--- config.mk ---
export PLATFORM = sky130hd
export DESIGN_NAME = sonic_vc_tx_fifo_out_adapter
export DESIGN_NICKNAME = d
export VERILOG_FILES = /design/src/rtl/sonic_vc_tx_pkg.sv /design/src/rtl/sonic_vc_tx_ready_delay.sv /design/src/rtl/sonic_vc_tx_fifo_out_adapter.sv
export SDC_FILE = /design/constraint.sdc
export NUM_CORES = 1
export LEC_CHECK = 0
export ABC_CLOCK_PERIOD_IN_PS = 9300
export CORE_MARGIN = 1
export CORE_UTILIZATION = 43
export DETAILED_ROUTE_END_ITERATION = 8
export PLACE_DENSITY = 0.87
export SYNTH_ARGS = -nofsm -noshare
export SYNTH_HDL_FRONTEND = slang
export SYNTH_SLANG_ARGS = --single-unit
--- constraint.sdc ---
create_clock -name clk -period 9.3 [get_ports clk]
set_clock_uncertainty 0.2 [all_clocks]
set_input_delay 1.395 -clock clk [delete_from_list [all_inputs] [get_ports clk]]
set_output_delay 1.395 -clock clk [all_outputs]
set_load 0.1 [all_outputs]
--- src/rtl/sonic_vc_tx_pkg.sv ---
// Shared widths, payload layout and framing-checker state encoding for the
// VC TX FIFO output adapter.
package sonic_vc_tx_pkg;

  localparam int DATA_W    = 128;
  localparam int EMPTY_W   = 2;
  localparam int PAYLOAD_W = DATA_W + 3 + EMPTY_W;

  typedef enum logic {
    IDLE   = 1'b0,
    IN_PKT = 1'b1
  } chk_state_e;

  // Field order defines the bit-exact 133-bit beat: {data, channel, sop, eop, empty}.
  typedef struct packed {
    logic [DATA_W-1:0]  data;
    logic               channel;
    logic               sop;
    logic               eop;
    logic [EMPTY_W-1:0] empty;
  } payload_t;

endpackage

--- src/rtl/sonic_vc_tx_ready_delay.sv ---
// Delays the downstream ready by STAGES register stages to form the FIFO-side
// grant; STAGES=0 passes ready straight through.
module sonic_vc_tx_ready_delay
  import sonic_vc_tx_pkg::*;
#(
  parameter int STAGES = 1
) (
  input  logic clk,
  input  logic reset,
  input  logic ready,
  output logic grant
);

  generate
    if (STAGES == 0) begin : g_comb
      assign grant = ready;
    end else begin : g_pipe
      logic [STAGES-1:0] pipe;

      always_ff @(posedge clk or posedge reset) begin
        if (reset) begin
          pipe <= '0;
        end else begin
          pipe[0] <= ready;
          for (int i = 1; i < STAGES; i++) begin
            pipe[i] <= pipe[i-1];
          end
        end
      end

      assign grant = pipe[STAGES-1];
    end
  endgenerate

endmodule

--- src/rtl/sonic_vc_tx_fifo_out_adapter.sv ---
// Converts the ready-latency-0 TX FIFO read side to a READY_LATENCY sink with one
// output register stage; framing checker built only with SONIC_VC_TX_OUT_ADAPTER_PKT_CHECK_EN.
//   state  | meaning
//   IDLE   | between packets, next accepted beat must carry sop
//   IN_PKT | inside a packet, waiting for eop
module sonic_vc_tx_fifo_out_adapter
  import sonic_vc_tx_pkg::*;
#(
  parameter int READY_LATENCY = 2
) (
  input  logic               clk,
  input  logic               reset,
  output logic               in_ready,
  input  logic               in_valid,
  input  logic [DATA_W-1:0]  in_data,
  input  logic               in_channel,
  input  logic               in_startofpacket,
  input  logic               in_endofpacket,
  input  logic [EMPTY_W-1:0] in_empty,
  input  logic               out_ready,
  output logic               out_valid,
  output logic [DATA_W-1:0]  out_data,
  output logic               out_channel,
  output logic               out_startofpacket,
  output logic               out_endofpacket,
  output logic [EMPTY_W-1:0] out_empty,
  output logic               out_error,
  output logic [7:0]         err_count
);

  logic     grant;
  logic     xfer;
  payload_t in_word;
  payload_t out_word;

  sonic_vc_tx_ready_delay #(
    .STAGES(READY_LATENCY - 1)
  ) u_ready_delay (
    .clk   (clk),
    .reset (reset),
    .ready (out_ready),
    .grant (grant)
  );

  // Gating with reset keeps in_ready low during reset even when the grant is combinational.
  assign in_ready = grant & ~reset;
  assign xfer     = in_valid & in_ready;
  assign in_word  = {in_data, in_channel, in_startofpacket, in_endofpacket, in_empty};

  always_ff @(posedge clk or posedge reset) begin
    if (reset) begin
      out_valid <= 1'b0;
      out_word  <= '0;
    end else begin
      out_valid <= xfer;
      if (xfer) begin
        out_word <= in_word;
      end
    end
  end

  assign out_data          = out_word.data;
  assign out_channel       = out_word.channel;
  assign out_startofpacket = out_word.sop;
  assign out_endofpacket   = out_word.eop;
  assign out_empty         = out_word.empty;

`ifdef SONIC_VC_TX_OUT_ADAPTER_PKT_CHECK_EN
  chk_state_e state;
  chk_state_e state_next;
  logic       beat_err;
  logic       err_pulse;
  logic [7:0] err_cnt;

  always_ff @(posedge clk or posedge reset) begin
    if (reset) begin
      state <= IDLE;
    end else begin
      state <= state_next;
    end
  end

  always_comb begin
    state_next = state;
    beat_err   = 1'b0;
    if (xfer) begin
      if ((in_empty != '0) && !in_endofpacket) begin
        beat_err = 1'b1;
      end
      case (state)
        IDLE: begin
          if (in_startofpacket) begin
            if (!in_endofpacket) begin
              state_next = IN_PKT;
            end
          end else begin
            beat_err = 1'b1;
          end
        end
        IN_PKT: begin
          // A sop here restarts the packet; eop still closes it.
          if (in_startofpacket) begin
            beat_err = 1'b1;
          end
          if (in_endofpacket) begin
            state_next = IDLE;
          end
        end
        default: state_next = IDLE;
      endcase
    end
  end

  always_ff @(posedge clk or posedge reset) begin
    if (reset) begin
      err_pulse <= 1'b0;
      err_cnt   <= 8'd0;
    end else begin
      err_pulse <= beat_err;
      if (beat_err && (err_cnt != 8'hFF)) begin
        err_cnt <= err_cnt + 8'd1;
      end
    end
  end

  assign out_error = err_pulse;
  assign err_count = err_cnt;
`else
  assign out_error = 1'b0;
  assign err_count = 8'd0;
`endif

endmodule

==> reports/summary.txt <==
CTS tree: built
Final nets: 710
Req. time, crit path: 7.71 ns
endpoints failing hold: 0
Area contributors post-synth: dfrtp_1, mux2_4, mux2_2
Synth Instances: 296
Final ANT Viol Nets: 0
CP Capture Type: output port
Via density: 4.71
Slowest-stage cell, CP: clkdlybuf4s50_1
Yosys top cell area share: 63.3%
YS warnings: 0
Synth Cell Area: 5340 um2
io pins: 281
simple-gate share of the synthesized area: 0.281%
main combinational cell family by area after synthesis: multiplexers
largest net degree at the start of global routing: 77
maxcap violations: 0
vias in the first global route: 3,962
Worst-Margin Slew: 1.04 ns
fin cells: 753
Setup WS pre-CTS: 4.32 ns
placed insts: 722
global-route wire length before repair: 20,900 um
unrepaired setup endpoints after global routing: false
Syn Area/Cell: 18.0 um2
final WL: 13,500 um
relative slew slack: 30.5%
initial antenna violation count: 0
Longest Clk Path Bufs: 2
total CTS buffers: 17
routed vias: 3,547
Port Buffers: 271
final setup violation count: 0
drt initial violations: 143
sequential fraction of the synthesis area: 63.3%
num rows: 40
die area: 12,900 um2
Hold WS: 0.303 ns
layout cells sized above 1: 28.4%
most used cell, CP: clkdlybuf4s50_1
Pwr Total: 2.74 mW
Yosys reg bits: 135
XOR/XNOR share of the synthesized area: 0%
CTS sink cnt: 135
crit start category: primary input
fin. max-slew vios: 0
Peak VDD IR: 0.189 mV
worst path arrival time: 3.25 ns
DRC viols: 0
Yosys cell types: 11
die extent in x: 113 um
fin crit period: 4.84 ns
die height: 113 um
CTS Hold Buffers Added: 0
CP max stage delay: 1.15 ns
grt ovf: 0
drt wl/cell: 18.0 um
core area: 12,100 um2
# diodes: 0
Lkg Pwr: 3.69 nW
period utilization: 52.1%
Fin Setup TNS: 0 ns
area fraction in compound gates after synthesis: 0%
Cell Chain, Critical Path: clkdlybuf4s50_1, nor2b_1, clkdlybuf4s50_1
Adder-Cell Fraction of Synth Area: 0%
Synth area leader: dfrtp_1
fmax: 207 MHz
status: complete, no violations
mux share of post-synthesis cell area: 32.2%
post-route setup slack: 4.46 ns
clk_lat worst skew: 0.41 ns
Starting Density: 44.3%
First-pass DRT Iterations: 4
gpl congestion: 0.706
commonest non-fill, non-tap cell in the layout: clkdlybuf4s50_1
Area Overhead vs Synth: 62.8%
commonest non-fill, non-tap cells in the layout: clkdlybuf4s50_1, dfrtp_1, mux2_2
WS Path Type: primary input to output port
H-tree depth: 4
setup bufs post-CTS: 0
Post-CTS Resized: 0
Post-DP HPWL: 9690 um
GRT Util Overall: 21.8%
clock slew at reported path FFs: 0.05 ns
Worst Hold Class: register to register
flop2flop setup slack: 6.04 ns
clock root buffer master: clkbuf_16
crit-path max FO: 3
Power per Cell Area: 315 nW/um2
-- final timing paths --
kind / start / end / depth (start not counted)
hold / removal: out_data[124] / out_data[124] / 1
max in group asynchronous: reset / out_data[104] / 3
hold reg to reg: out_data[124] / out_data[124] / 1
min in group asynchronous: reset / out_data[39] / 2
setup reg to reg: u_ready_delay.grant / out_data[36] / 4
setup / recovery: reset / in_ready / 3
-- final cells by class --
cell class	count	area [um2]
inverter	1	8.76
multi-input combinational	144	1770
fill	793	3370
timing repair buffer	274	2740
tap	168	210
clock buffer	22	464
sequential	135	3380
clock inverter	9	125
-- kinds of logic (layout without fill, tap and decap cells) --
family | Yosys count | count (layout)
mux | 133 | 133
flops | 135 | 135
simple gates | 2 | 2
other cells | 1 | 9
buf+inv | 25 | 306
-- flip-flops by register name (all words and copies together) (netlist names) --
signal               flops
out_channel              1
out_data               128
out_empty                2
out_endofpacket          1
out_startofpacket        1
out_valid                1
u_ready_delay.grant      1
-- routing by layer --
metal,vias up,routed length [um],global-route usage [%]
li1,1571,-,-
met1,1760,4840,22.5
met2,186,7060,37.8
met3,30,1210,8.77
met4,0,421,12.3
met5,-,0,0
-- synth_stat cells, drive strengths merged --
| master | instances |
|---|---|
| conb | 1 |
| dfrtp | 135 |
| inv | 1 |
| nor2b | 1 |
| mux2 | 133 |
| and3b | 1 |
| buf | 24 |
-- worst max-delay path, delay by kind of cell --
kind                   cells  cell delay, ns
buffers and inverters      2            1.67
AND/OR/NAND/NOR            1            0.18
-- stage by stage --
step	instance area, um2	utilization, %
floorplan	5370	-
global placement	8100	67.2
detailed placement	8100	67.2
CTS	8690	72.1
global route	8690	72.1
finish	8690	72.1
-- where the power goes --
part           total [mW]  internal [mW]  switching (mW)
sequential          0.761          0.699          0.0622
clock               0.672          0.432           0.240
combinational        1.31          0.342           0.964
No activity file was read; power rests on OpenSTA's default activity.
